===== config.mk =====
export PLATFORM = sky130hd
export DESIGN_NAME = seg7_scan_ctrl
export DESIGN_NICKNAME = d
export VERILOG_FILES = /design/src/rtl/seg7_scan_ctrl.sv
export SDC_FILE = /design/constraint.sdc
export NUM_CORES = 1
export LEC_CHECK = 0
export BUFFER_PORTS_ARGS = -buffer_cell sky130_fd_sc_hd__buf_2
export CAP_MARGIN = 20
export CORE_MARGIN = 8
export CORE_UTILIZATION = 50
export DETAILED_ROUTE_END_ITERATION = 10
export PLACE_DENSITY = 0.71
export REMOVE_ABC_BUFFERS = 1
export SYNTH_ARGS = -nofsm -noshare
export SYNTH_HDL_FRONTEND = slang
export SYNTH_SLANG_ARGS = --single-unit
export TNS_END_PERCENT = 5

===== constraint.sdc =====
create_clock -name clk -period 7.73 [get_ports clk]
set_clock_uncertainty 0.1 [all_clocks]
set_input_delay 0.3865 -clock clk [delete_from_list [all_inputs] [get_ports clk]]
set_output_delay 0.3865 -clock clk [all_outputs]
set_load 0.01 [all_outputs]

===== src/rtl/seg7_scan_ctrl.sv =====
// 8-digit multiplexed 7-segment scan controller with staged/shadow registers.
// Staging is committed to shadow at frame wrap so a frame never shows a torn value.
module seg7_scan_ctrl #(
  parameter int DWELL_CYC = 50000,
  parameter int BLANK_CYC = 500
) (
  input  logic        clk,
  input  logic        rst,
  input  logic        en,
  input  logic        wr_en,
  input  logic        wr_addr,
  input  logic [3:0]  wr_be,
  input  logic [31:0] wr_data,
  output logic [31:0] rd_data,
  output logic [6:0]  seg_n,
  output logic        dp_n,
  output logic [7:0]  an_n,
  output logic        frame_tick
);

  localparam int MAXC = (DWELL_CYC > BLANK_CYC) ? DWELL_CYC : BLANK_CYC;
  localparam int CW   = (MAXC > 1) ? $clog2(MAXC) : 1;

  localparam logic [CW-1:0] DWELL_LAST = CW'(DWELL_CYC - 1);
  localparam logic [CW-1:0] BLANK_LAST =
    CW'((BLANK_CYC > 0) ? BLANK_CYC - 1 : 0);

  typedef enum logic {
    ST_BLANK,
    ST_SHOW
  } state_e;

  state_e      state_q, state_d;
  logic [2:0]  digit_q, digit_d;
  logic [CW-1:0] count_q, count_d;

  logic [31:0] val_stg_q, val_stg_d;
  logic [15:0] ctl_stg_q, ctl_stg_d;
  logic [31:0] val_sh_q, val_sh_d;
  logic [15:0] ctl_sh_q, ctl_sh_d;

  logic [6:0]  seg_q, seg_d;
  logic        dp_q, dp_d;
  logic [7:0]  an_q, an_d;
  logic        tick_q, tick_d;

  logic        wrap;
  logic        commit;

  function automatic logic [6:0] hex2seg(input logic [3:0] n);
    logic [6:0] s;
    unique case (n)
      4'h0: s = 7'h40;
      4'h1: s = 7'h79;
      4'h2: s = 7'h24;
      4'h3: s = 7'h30;
      4'h4: s = 7'h19;
      4'h5: s = 7'h12;
      4'h6: s = 7'h02;
      4'h7: s = 7'h78;
      4'h8: s = 7'h00;
      4'h9: s = 7'h18;
      4'hA: s = 7'h08;
      4'hB: s = 7'h03;
      4'hC: s = 7'h46;
      4'hD: s = 7'h21;
      4'hE: s = 7'h06;
      default: s = 7'h0E;
    endcase
    return s;
  endfunction

  assign rd_data = wr_addr ? {16'h0000, ctl_stg_q} : val_stg_q;

  always_comb begin
    val_stg_d = val_stg_q;
    ctl_stg_d = ctl_stg_q;
    for (int b = 0; b < 4; b++) begin
      if (wr_en && !wr_addr && wr_be[b])
        val_stg_d[8*b +: 8] = wr_data[8*b +: 8];
    end
    for (int b = 0; b < 2; b++) begin
      if (wr_en && wr_addr && wr_be[b])
        ctl_stg_d[8*b +: 8] = wr_data[8*b +: 8];
    end
  end

  always_comb begin
    state_d = state_q;
    digit_d = digit_q;
    count_d = count_q + CW'(1);
    wrap    = 1'b0;
    if (!en) begin
      state_d = ST_BLANK;
      digit_d = 3'd0;
      count_d = '0;
    end else begin
      unique case (state_q)
        ST_BLANK: begin
          if (BLANK_CYC == 0 || count_q == BLANK_LAST) begin
            state_d = ST_SHOW;
            count_d = '0;
          end
        end
        default: begin
          if (count_q == DWELL_LAST) begin
            count_d = '0;
            digit_d = digit_q + 3'd1;
            state_d = (BLANK_CYC == 0) ? ST_SHOW : ST_BLANK;
            wrap    = (digit_q == 3'd7);
          end
        end
      endcase
    end
  end

  // Commit uses the pre-write staging value; a same-cycle write waits a frame.
  assign commit = !en || wrap;

  always_comb begin
    val_sh_d = commit ? val_stg_q : val_sh_q;
    ctl_sh_d = commit ? ctl_stg_q : ctl_sh_q;
  end

  // Outputs are decoded from next state so they move on the FSM's own edge.
  always_comb begin
    an_d   = 8'hFF;
    seg_d  = 7'h7F;
    dp_d   = 1'b1;
    tick_d = wrap;
    if (state_d == ST_SHOW) begin
      an_d[digit_d] = ~ctl_sh_d[{1'b0, digit_d}];
      seg_d = hex2seg(val_sh_d[{digit_d, 2'b00} +: 4]);
      dp_d  = ~ctl_sh_d[{1'b1, digit_d}];
    end
  end

  always_ff @(posedge clk) begin
    if (rst) begin
      state_q   <= ST_BLANK;
      digit_q   <= 3'd0;
      count_q   <= '0;
      val_stg_q <= 32'h0;
      ctl_stg_q <= 16'h00FF;
      val_sh_q  <= 32'h0;
      ctl_sh_q  <= 16'h00FF;
      an_q      <= 8'hFF;
      seg_q     <= 7'h7F;
      dp_q      <= 1'b1;
      tick_q    <= 1'b0;
    end else begin
      state_q   <= state_d;
      digit_q   <= digit_d;
      count_q   <= count_d;
      val_stg_q <= val_stg_d;
      ctl_stg_q <= ctl_stg_d;
      val_sh_q  <= val_sh_d;
      ctl_sh_q  <= ctl_sh_d;
      an_q      <= an_d;
      seg_q     <= seg_d;
      dp_q      <= dp_d;
      tick_q    <= tick_d;
    end
  end

  assign an_n       = an_q;
  assign seg_n      = seg_q;
  assign dp_n       = dp_q;
  assign frame_tick = tick_q;

endmodule

# Word-level counts from Yosys, hierarchy flattened
# Memories as Yosys holds them, arrays and structs flattened. A register that Yosys moved wholly into a read port is not among the register bits.
# Cells that the tools add are included.
dict set report word_totals {
  reg_bits 126
  output_inout_bits 49
  ram_bits 0
  latch_bits 0
  word_cells 67
  romBits 112
  n_memories 1
  in_bits 41
}
dict set report op_classes {
  n_div 0
  n_eq_ne 3
  reduce_logical 14
  addsub 2
  shift 1
  multipliers 0
  n_bitwise 6
  n_lt_le_gt_ge 4
  n_mux 22
}
# name words width rd rd_clocked_by_memory_dff write_ports line
set mem_list {}
lappend mem_list {{(name not given)} 16 7 1 1 0 52} ;# unique case (n)
# op count
set ops {}
lappend ops {{$mux W16} 4}
lappend ops {{$mux W32} 2}
lappend ops {{$shiftx A32 B6 Y4} 1}
lappend ops {{$add A16 B1 Y16 const B} 1}
lappend ops {{$eq A16 B16 Y1 const B} 1}
lappend ops {{$eq A16 B9 Y1 const B} 1}
lappend ops {{$mux W1} 10}
lappend ops {{$logic_and A1 B1 Y1} 9}
lappend ops {{$mux W3} 3}
lappend ops {{$not A8 Y8} 1}
lappend ops {{$or A8 B8 Y8} 1}
lappend ops {{$bmux W1 S3} 2}
lappend ops {{$lt A3 B5 Y1 const B} 1}
lappend ops {{$lt A4 B5 Y1 const B} 1}
lappend ops {{$lt A3 B4 Y1 const B} 1}
lappend ops {{$not A1 Y1} 4}
lappend ops {{$reduce_or A2 Y1} 2}
lappend ops {{$add A3 B1 Y3 const B} 1}
lappend ops {{$demux W1 S3} 1}
lappend ops {{$eq A3 B3 Y1 const B} 1}
lappend ops {{$ge A3 B1 Y1 const B} 1}
lappend ops {{$logic_not A1 Y1} 2}
lappend ops {{$logic_or A1 B1 Y1} 1}

# Logic depth before layout (Yosys ltp)
dict set report logic_depth {
  word_depth 10
  mapped_depth 17
  ltp_nobuf 15
}

# Worst setup path after synthesis
# No wires, ideal clock.
dict set report synth_timing {
  path_type {reg2reg}
  start {reg digit_q[1]}
  end {reg seg_q[3], in the netlist seg_n[3]}
  required_ns 7.495
  t_arrival_ns 3.436
  stages_incl_launch_ff 18
  period_less_slack_ns 3.671
  path_buffers 3
  setup_time_ns 0.135
  slack_ns 4.059
  path_cell_list {dfxtp_1 -> ha_1 -> ha_1 -> clkbuf_1 -> inv_1 -> o31ai_4 -> buf_8 -> buf_8 -> mux2i_1 -> nor2_1 -> a211oi_1 -> nand2_1 -> nand2_2 -> ha_1 -> inv_1 -> mux2_2 -> o22ai_1 -> o21ai_1}
}
dict set report synth_via {
  elab_chain_cells 7
  word_cells_on_any_way 11
  cone_classes {add/sub (1); eq/ne (1); shift (1); mux (7); reduce/logical (1)}
}
# item line
set synth_rtl {}
lappend synth_rtl {{start, declared} 34} ;# logic [2:0] digit_q, digit_d;
lappend synth_rtl {{start signal, assigned} 153} ;# digit_q <= digit_d;
lappend synth_rtl {{branches (longest 6 deep; another with $add A3 B1 Y3)} --}
lappend synth_rtl {{$shiftx A32 B6 Y4 *} 133} ;# seg_d = hex2seg(val_sh_d[{digit_d, 2'b00} +: 4]);
lappend synth_rtl {{end, declared} 42} ;# logic [6:0] seg_q, seg_d;
# Every way passes the cells marked *.
# A chain may end at the register's enable or synchronous reset.

# Worst setup path after layout
dict set report layout_timing {
  start {reg digit_q[0]}
  end {reg seg_q[3], in the netlist seg_n[3]}
}
# Same word-level chain as after synthesis.

==> reports/metrics.cfg <==
[status]
outcome = finished, final reports clean

[clock_tree]
cts_buffer_depth = 2
cts_sinks = 133
cts_hold_buf = 0
cts_setup_buffers = 0
clock_latency_ns = 0.42
cts-root-buf = clkbuf_16
cts_resized = 0
cts_tree = built
path_clk_slew_ns = 0.06
ctsHtreeMaxLevel = 4
cts_made_buffers = 17

[worst_setup_path]
startpoint_type = flip-flop
endpoint_kind = flip-flop
path_cells = ha_1, ha_1, inv_1, o31ai_4, buf_4, mux2i_1, o22ai_1, a211oi_1, nand2_1, nand2_2, ha_1, inv_1, mux2_2, o22ai_1, o21ai_1
cp_top_family = compound AO/OA/AOI/OAI gates
path_buf_inv = 3
crit_fanout = 40
required_ns = 7.92
path_class = flip-flop to flip-flop
crit_top_cell = ha_1
crit_arrival_ns = 5.22
slowest_stage = dfxtp_1
slowest_delay_ns = 0.78

[sta]
finalSetupViolCount = 0
setup_slack_ns = 2.70
hold_viol = 0
tightest_slew_ns = 1.06
fin_crit_sh_pct = 65.0
drv_slew = 0
fmax_ghz = 0.199
tns_ns = 0
relSlewSlack_pct = 28.2
rsz0062_at_grt = false
fin_crit_ns = 5.03

[global_routing]
grt_pass1_vias = 5343
grtUsageTotal_pct = 20.0
grt_overflow = 0
grt_max_degree = 97
antenna_found_initial = 0
grt_pass1_wl_mm = 26.3

[placement]
placed_area_sq_um = 6780
place_congestion = 0.885
preCtsSetupSlack_ns = 2.80
io_buffers = 89
place_hpwl_mm = 11.5

[synth]
synth_cells = 772
post_synth_num_cell_types = 62
ys_ff_latch = 133
syn_area_per_cell_sq_um = 8.17
synth_ff_type = dfxtp_1
ys_seq_area_share_pct = 42.2
netlist_area_sq_um = 6310
synth_edf_count = 0
ys_async_sr_fraction_pct = 0
yosys_warnings = 0

[floorplanning]
core-area_sq_um = 12500
die_area_sq_um = 16500
rows = 41
pin_count = 90
die_h_microns = 128
die-width_microns = 128
start_util_pct = 50.6

[finish]
fin_nets = 888
fin_util_pct = 58.9
fin_area_sq_um = 7350
area_growth_pct = 16.5
layout-drive-gt1-share_pct = 19.2
antenna_cells = 0

[pwr]
power.leakage_nw = 2.98
finalPower_w = 0.00157
ir_drop_v = 0.000133
pwr_density_cell_nw_per_um2 = 214

[routing]
wire_per_inst_microns = 15.8
drcViolationCount = 0
vias = 5614
drtAntennaViolNets = 0
via_per_inst = 5.49
drtIter0Drc = 366
firstDrtPassIters = 4
wirelength_mm = 16.2

[hold_path]
hold_class = input port to flip-flop

[run]
maxCapViolCount = 0

synth_stat cells (all sizes together) (6+ instances only):
cell type | instances | area (sq um)
a21oi | 65 | 325
and3 | 6 | 37.5
buf | 11 | 92.6
clkbuf | 37 | 139
dfxtp | 133 | 2660
ha | 9 | 113
inv | 12 | 45.0
mux2 | 18 | 203
mux2i | 35 | 350
nand2 | 180 | 678
nand2b | 11 | 76.3
nand3 | 68 | 358
nand3b | 14 | 105
nor2 | 57 | 224
nor2b | 19 | 119
nor3 | 13 | 70.1
o21ai | 7 | 38.8
xnor2 | 8 | 70.1
xor2 | 7 | 61.3
metal layers:
metal  track usage, %  vias to the layer above  wire (microns)
met5                0                        -               0
met4             7.34                        0             187
met3             5.20                       20             900
met2             32.1                      159            7680
met1             25.2                     2662            7430
li1                 -                     2773               -
cells by family after synthesis:
family	after synthesis	synth area share, %
AOI/OAI and AO/OA	109	11.1
xor gates and xnor gates	15	2.08
adders and majority gates	9	1.79
buffers and inverters	61	4.46
DFF	133	42.2
muxes	53	8.77
and+or+nand+nor	392	29.6
worst paths after layout:
kind / from / endpoint / slack [ns] / cells past startpoint
min: wr_data[1] / ctl_stg_q[1] / 0.1 / 3
min reg2reg: count_q[0] / count_q[0] / 0.35 / 1
max reg2reg: digit_q[0] / seg_n[3] / 2.70 / 15
max: digit_q[0] / seg_n[3] / 2.70 / 15
metrics by stage:
step	instances	hold WS, ns
floorplan	724	0.318
global placement	990	0.332
detailed placement	990	0.345
CTS	1022	0.0820
global route	1023	0.0959
finish	1023	0.0976
power by group:
group	leakage, nW	switching (W)	total, W	internal, W
combinational	1.64	0.0000638	0.000105	0.0000414
sequential	1.08	0.0000133	0.000714	0.000701
clock	0.265	0.000295	0.000753	0.000458
total	2.98	0.000372	0.00157	0.00120
cell type report:
cell class | instances | area, sq um
timing repair buffer | 95 | 490
clock buffer | 21 | 460
sequential | 133 | 2660
fill | 1103 | 5120
tap | 172 | 215
multi-input combinational | 578 | 3370
clock inverter | 11 | 101
inverter | 13 | 50.0
worst register-to-register path, cell delays in order (launching register included):
cell and delay [ns]:
dfxtp_1 0.78, ha_1 0.28, ha_1 0.41, inv_1 0.22, o31ai_4 0.66, buf_4 0.55, mux2i_1 0.31, o22ai_1 0.11
a211oi_1 0.25, nand2_1 0.10, nand2_2 0.20, ha_1 0.30, inv_1 0.10, mux2_2 0.33, o22ai_1 0.13, o21ai_1 0.07
state kept, by name, indices dropped and copies added, names as in the netlist:
signal	count
state_q	1
an_n	8
dp_n	1
count_q	16
ctl_sh_q	16
val_sh_q	32
digit_q	3
frame_tick	1
seg_n	7
val_stg_q	32
ctl_stg_q	16
cell usage in the layout (no fill, tap or decap), types with 9 or more instances in the layout:
cell type    n
clkbuf_16   17
dfxtp_1    133
a21oi_1     65
mux2i_1     35
buf_2       89
inv_1       12
mux2_2      18
nor2b_1     18
ha_1         9
nand2_1    179
nor2_1      55
nand3b_1    14
nor3_1      12
nand2b_1    10
nand3_1     66
(Power assumes the default switching activity.)
